File: config.mk
export PLATFORM = sky130hd
export DESIGN_NAME = cam_frame_writer
export DESIGN_NICKNAME = d
export VERILOG_FILES = /design/src/rtl/cam_frame_writer.sv
export SDC_FILE = /design/constraint.sdc
export NUM_CORES = 1
export LEC_CHECK = 0
export BUFFER_PORTS_ARGS = -buffer_cell sky130_fd_sc_hd__buf_4
export CORE_MARGIN = 2
export CORE_UTILIZATION = 45
export CTS_CLUSTER_SIZE = 14
export DETAILED_ROUTE_END_ITERATION = 8
export HOLD_SLACK_MARGIN = 0.08
export PLACE_DENSITY = 0.68
export SKIP_LAST_GASP = 1
export SYNTH_ARGS = -nofsm -noshare
export SYNTH_HDL_FRONTEND = slang
export SYNTH_SLANG_ARGS = --single-unit
File: constraint.sdc
create_clock -name clk -period 4.5 [get_ports clk]
set_input_delay 0.675 -clock clk [delete_from_list [all_inputs] [get_ports clk]]
set_output_delay 0.675 -clock clk [all_outputs]
set_load 0.01 [all_outputs]
File: src/rtl/cam_frame_writer.sv
// Writes one raster-order camera frame (RGB565 byte stream) into the frame buffer.
// Armed by cap_start; waits for a full vsync pulse, stores HEIGHT lines, pulses frame_done.
module cam_frame_writer #(
  parameter int WIDTH  = 320,
  parameter int HEIGHT = 200,
  parameter int BPP    = 2,
  parameter int ADDR_W = 17
) (
  input  logic              clk,
  input  logic              reset_n,
  input  logic              cap_start,
  input  logic              cam_vsync,
  input  logic              cam_href,
  input  logic              cam_byte_vld,
  input  logic [7:0]        cam_byte,
  output logic              fb_we,
  output logic [ADDR_W-1:0] fb_addr,
  output logic [7:0]        fb_wdata,
  output logic              cap_busy,
  output logic              frame_done,
  output logic              frame_err
);
  localparam int LINE_BYTES = WIDTH * BPP;
  localparam int BI_W       = $clog2(LINE_BYTES + 1);
  localparam int ROW_W      = $clog2(HEIGHT + 1);
  localparam logic [BI_W-1:0]   LINE_B    = BI_W'(LINE_BYTES);
  localparam logic [ROW_W-1:0]  LAST_ROW  = ROW_W'(HEIGHT - 1);
  localparam logic [ADDR_W-1:0] LINE_STEP = ADDR_W'(LINE_BYTES);

  typedef enum logic [2:0] {IDLE, WAIT_VS, WAIT_FRM, CAPTURE, DONE} state_t;

  state_t            state_q, state_d;
  logic [ADDR_W-1:0] line_base_q, line_base_d;
  logic [BI_W-1:0]   byte_idx_q, byte_idx_d;
  logic [ROW_W-1:0]  row_q, row_d;
  logic              href_q, href_d;
  logic              fb_we_q, fb_we_d;
  logic [ADDR_W-1:0] fb_addr_q, fb_addr_d;
  logic [7:0]        fb_wdata_q, fb_wdata_d;
  logic              cap_busy_q, cap_busy_d;
  logic              frame_done_q, frame_done_d;
  logic              frame_err_q, frame_err_d;
  logic              wr_ok, line_end;

  assign wr_ok    = cam_href && cam_byte_vld && (byte_idx_q < LINE_B);
  assign line_end = href_q && !cam_href;

  always_comb begin
    state_d     = state_q;
    line_base_d = line_base_q;
    byte_idx_d  = byte_idx_q;
    row_d       = row_q;
    href_d      = cam_href;
    fb_we_d     = 1'b0;
    fb_addr_d   = fb_addr_q;
    fb_wdata_d  = fb_wdata_q;
    frame_err_d = frame_err_q;
    case (state_q)
      IDLE: if (cap_start) begin
        state_d     = WAIT_VS;
        frame_err_d = 1'b0;
        line_base_d = '0;
        byte_idx_d  = '0;
        row_d       = '0;
      end
      WAIT_VS:  if (cam_vsync)  state_d = WAIT_FRM;
      WAIT_FRM: if (!cam_vsync) state_d = CAPTURE;
      CAPTURE: begin
        if (wr_ok) begin
          fb_we_d    = 1'b1;
          fb_addr_d  = line_base_q + ADDR_W'(byte_idx_q);
          fb_wdata_d = cam_byte;
          byte_idx_d = byte_idx_q + BI_W'(1);
        end else if (cam_href && cam_byte_vld) begin
          frame_err_d = 1'b1;
        end
        // An href pulse that carried no bytes does not count as a line.
        if (line_end && byte_idx_q != '0) begin
          line_base_d = line_base_q + LINE_STEP;
          row_d       = row_q + ROW_W'(1);
          byte_idx_d  = '0;
          if (byte_idx_q != LINE_B) frame_err_d = 1'b1;
          if (row_q == LAST_ROW)    state_d = DONE;
        end
        if (cam_vsync && state_d != DONE) begin
          frame_err_d = 1'b1;
          fb_we_d     = 1'b0;
          state_d     = IDLE;
        end
      end
      DONE:    state_d = IDLE;
      default: state_d = IDLE;
    endcase
    cap_busy_d   = (state_d != IDLE);
    frame_done_d = (state_d == DONE);
  end

  always_ff @(posedge clk or negedge reset_n) begin
    if (!reset_n) begin
      state_q      <= IDLE;
      line_base_q  <= '0;
      byte_idx_q   <= '0;
      row_q        <= '0;
      href_q       <= 1'b0;
      fb_we_q      <= 1'b0;
      fb_addr_q    <= '0;
      fb_wdata_q   <= '0;
      cap_busy_q   <= 1'b0;
      frame_done_q <= 1'b0;
      frame_err_q  <= 1'b0;
    end else begin
      state_q      <= state_d;
      line_base_q  <= line_base_d;
      byte_idx_q   <= byte_idx_d;
      row_q        <= row_d;
      href_q       <= href_d;
      fb_we_q      <= fb_we_d;
      fb_addr_q    <= fb_addr_d;
      fb_wdata_q   <= fb_wdata_d;
      cap_busy_q   <= cap_busy_d;
      frame_done_q <= frame_done_d;
      frame_err_q  <= frame_err_d;
    end
  end

  assign fb_we      = fb_we_q;
  assign fb_addr    = fb_addr_q;
  assign fb_wdata   = fb_wdata_q;
  assign cap_busy   = cap_busy_q;
  assign frame_done = frame_done_q;
  assign frame_err  = frame_err_q;
endmodule

# == Word level (Yosys, flattened, before mapping) ==
# Cells that the tools add are included.
# W data, S select, Z words.
# word_totals
regBits,68
in_bits,14
output_inout_bits,29
wordCells,68
# classes
reduce_logical,14
add_sub_neg,4
eq_ne,10
mux,28
n_lt_le_gt_ge,1
# op_table
op,count
$mux W17,2
$pmux W17 S2,1
$mux W10,3
$mux W3,7
$pmux W10 S2,1
$add A17 B10 Y17,1
$add A17 B10 Y17 const B,1
$mux W8,2
$pmux W8 S2,1
$pmux W3 S4,1
$add A10 B1 Y10 const B,1
$lt A10 B10 Y1 const B,1
$ne A10 B10 Y1 const B,1
$reduce_bool A10 Y1,1
$mux W1,9
$add A8 B1 Y8 const B,1
$eq A8 B8 Y1 const B,1
$eq A3 B2 Y1 const B,2
$ne A3 B3 Y1 const B,2
$reduce_and A3 Y1,2
$logic_and A1 B1 Y1,5
$ne A2 B2 Y1 const B,2
$reduce_and A2 Y1,2
$eq A3 B1 Y1 const B,1
other kinds (6),6

# == Depth between registers and ports, before layout ==
# logic_depth
depth_word,10
depth_mapped,8
mapped_depth_nobuf,6

# == Least setup slack after synthesis ==
# OpenSTA, ideal clock, no wires.
# synth_timing
path_kind,input port to flip-flop
startpoint,input cap_start
endpoint,register byte_idx_q[5]
stages,4
setup_slack_ns,2.300
setup_ns,0.101
arrival_time_ns,2.099
path_buffers,0
t_required_ns,4.399
cell_sequence,or4b_4 > a2111oi_4 > mux2_2 > nor4_1
# synth_via
elab_chain_len,2
# synth_rtl
element,line_no,source
"start, declared",11,"input logic cap_start,"
$ne A2 B2 Y1 (no line),-,
$reduce_and A3 Y1 (no line),-,
"end signal, assigned",114,byte_idx_q <= byte_idx_d;
"end, declared",34,"logic [BI_W-1:0] byte_idx_q, byte_idx_d;"
# No other way between the ends.
# A chain may end at the register's enable or synchronous reset.

# == Final worst setup path ==
# layout_timing
startpoint,register byte_idx_q[0]
endpoint,register byte_idx_q[5]
# layout_via
elab_chain_len,4
word_cells_on_any_way,10
classes_between,1 x add/sub; 1 x order compare; 1 x eq/ne; 3 x mux; 4 x reduce/logical
# layout_rtl
element,line_no,source
"$add A10 B1 Y10, or another cell as far along",73,byte_idx_d = byte_idx_q + BI_W'(1);
"$mux W10, or another cell as far along",69,if (wr_ok) begin
$mux W10 / $ne A3 B3 Y1 (equally long branches),-,
$pmux W10 S2 / $reduce_and A3 Y1 (equally long branches),-,
# Parallel ways exist; a longest one is shown, timed or not. The select of a mux whose other input is x is not followed.

==> flow_metrics.py <==
metrics = {
    "run_status": {
        "status": "completed",
    },
    "detailed_routing": {
        "avgRoutedWirePerCell_um": 15.60,
        "vias": 2434,
        "postRouteAntennaNets": 0,
        "drt-total-wl_um": 6550,
        "dr.pass1.iters": 4,
        "drtIter0Drc": 163,
        "drc": 0,
        "via_per_inst": 5.795,
    },
    "die": {
        "pin_count": 43,
        "start_util_pct": 46.46,
        "coreArea_mm2": 0.006756,
        "die_w_um": 87.53,
        "dieArea_mm2": 0.007661,
        "die_h_um": 87.53,
        "num_rows": 30,
    },
    "synthesis": {
        "synthFlopType": "dfrtp_1",
        "ys_seq_area_share_pct": 48.62,
        "syn_area_per_cell_um2": 10.57,
        "ys_top_cells_by_area": "dfrtp_1 49%, mux2_2 6.5%, a21oi_1 3.8%",
        "synth_edf_count": 0,
        "syn_nets": 318,
        "synth_top_area_cell": "dfrtp_1",
        "synth.distinct_cells": 54,
        "ys_seq_elements": 61,
        "synthesis.area_mm2": 0.003139,
        "yosysWarnings": 0,
        "ys_async_sr_fraction_pct": 100.0,
        "synth_top_area_share_pct": 48.62,
        "netlist_instances": 297,
    },
    "global_route": {
        "busiest_layer": "met2",
        "grt.total_usage_pct": 19.07,
        "grt_pass1_vias": 2320,
        "grt_first_pass_wirelength_um": 11200,
        "met3_usage_pct": 4.076,
        "grt.met2_usage_pct": 28.86,
        "grt_max_degree": 62,
        "antenna_found_initial": 0,
        "use_met1_pct": 25.92,
        "grt_overflow": 0,
    },
    "setup_path": {
        "critPathLaunchType": "flop",
        "crit_required_ns": 4.75,
        "r2r-start": "byte_idx_q[0]",
        "cpPeakStageDelay_ns": 0.66,
        "cp.arrival_ns": 2.73,
        "path_class": "reg -> reg",
        "end_kind": "flop",
        "crit_fanout": 21,
        "crit_chain": "inv_1 > ha_1 > or3b_2 > o31ai_4 > nor2_1 > nor4_1",
        "cp_slowest_cell": "o31ai_4",
        "critPathLaunch": "byte_idx_q[0]",
    },
    "sta": {
        "post-route-period-util_pct": 55.18,
        "finalSetupViolations": 0,
        "whs_ns": 0.4111,
        "drv_slew": 0,
        "worst_pin_slew_ns": 0.7946,
        "finClkSkew_ns": 0.005865,
        "period_minus_slack_ns": 2.483,
        "timing.final.hold_violations": 0,
        "rsz0062_at_grt": "no",
        "max_freq_mhz": 402.8,
        "finalSetupTns_ns": 0,
        "slew_headroom_pct": 47.03,
    },
    "power_and_ir_drop": {
        "p_per_area_mw_per_mm2": 541.9,
        "p_total_uw": 2013,
        "peakVddDrop_v": 0.0002827,
        "p_leak_uw": 0.001619,
    },
    "cts": {
        "h-tree-depth": 3,
        "clkSlewWorstSetupHoldPaths_ns": 0.07,
        "cts_setup_buffers": 0,
        "cts_hold_buf": 0,
        "cts_buffer_depth": 2,
        "cts_sinks": 61,
        "cts_resized": 0,
        "tritoncts": "done",
        "numCtsBuffers": 9,
        "cts_root_buf": "clkbuf_8",
        "insertion_delay_ns": 0.34,
    },
    "final_layout": {
        "seq_area_mm2": 0.001526,
        "antennaDiodeCount": 0,
        "fill_cells": 611,
        "area_growth_syn_to_layout_pct": 18.33,
        "layout_common_cells": "61 x dfrtp_1, 44 x buf_4, 24 x a21oi_1",
        "fin_nets": 356,
        "drive_above_1_share_pct": 25.59,
        "multi_input_area_mm2": 0.001506,
        "layout_commonest_cell": "dfrtp_1",
        "final_core_util_pct": 54.98,
    },
    "run": {
        "max_cap_viol_count": 0,
    },
    "place": {
        "io_buffer_count": 42,
        "gp_congestion": 0.8141,
        "hpwl_um": 4481,
    },
    "min_path": {
        "worstHoldPathType": "in -> async",
    },
}
==> kinds of logic after synthesis <==
family,Yosys count,share of synthesized area [%]
DFF,61,48.62
xor gates and xnor gates,9,2.511
AOI/OAI and AO/OA,72,15.62
muxes,26,9.008
adders and majority gates,7,2.790
buffers and inverters,24,3.587
and+or+nand+nor,98,17.86
==> state kept, by name, indices dropped and copies added, names as in the netlist <==
| signal | count |
|---|---|
| fb_wdata | 8 |
| state_q | 3 |
| fb_addr | 17 |
| fb_we | 1 |
| frame_err | 1 |
| href_q | 1 |
| cap_busy | 1 |
| line_base_q | 10 |
| frame_done | 1 |
| row_q | 8 |
| byte_idx_q | 10 |
==> worst max-delay path: cells and delay by family (launching register included) <==
family / cells / cell delay (ns)
buf+inv: 1 / 0.09
compound gates: 1 / 0.66
simple gates: 3 / 1.06
fa+ha+maj: 1 / 0.16
flops: 1 / 0.42
==> Yosys cell counts, types with 4 or more instances <==
| master | n |
|---|---|
| mux2_2 | 18 |
| o21ai_0 | 13 |
| xnor2_1 | 8 |
| dfrtp_1 | 61 |
| nand2b_1 | 4 |
| or4_1 | 7 |
| a21oi_1 | 24 |
| ha_1 | 7 |
| inv_1 | 7 |
| o31ai_1 | 11 |
| clkbuf_1 | 10 |
| nor3_1 | 7 |
| o311ai_0 | 4 |
| mux2i_1 | 8 |
| nand3_1 | 11 |
| nand2_1 | 22 |
| nor2_1 | 18 |
==> layer usage <==
metal	routed length, um	share of wire, %
met2	3104	47
met5	0	0
met1	3073	47
met3	245	3.7
met4	127	1.9
==> worst paths after layout <==
kind	end	slack (ns)	cells past startpoint
min in group clk	href_q	0.49	1
max in group asynchronous	byte_idx_q[6]	3.58	1
worst min-delay path	fb_addr[12]	0.41	1
worst max-delay path	byte_idx_q[5]	2.02	6
worst min register to register	fb_wdata[1]	0.51	1
worst max register to register	byte_idx_q[5]	2.02	6
==> final cells by class <==
| class | instances | area share [%] |
|---|---|---|
| repair buffers | 44 | 8.892 |
| inverters | 7 | 0.7073 |
| clock inverters | 4 | 1.886 |
| well taps | 80 | 2.695 |
| clock buffers | 12 | 4.176 |
| flip-flops and latches | 61 | 41.09 |
| multi-input cells | 212 | 40.55 |
==> metrics by stage <==
stage,cell area [um^2],std cells,setup slack (ns)
3_3_place_gp,3490,404,1.999
2_1_floorplan,3139,297,2.300
3_5_place_dp,3490,404,1.987
5_1_grt,3715,420,1.789
6_report,3715,420,2.017
4_1_cts,3715,420,1.995
==> where the power goes <==
group	switching, uW	total [uW]	internal, uW
Sequential	126	814	688
Clock	215	555	340
Combinational	340	644	304
Power figures use the tool's default switching activity.
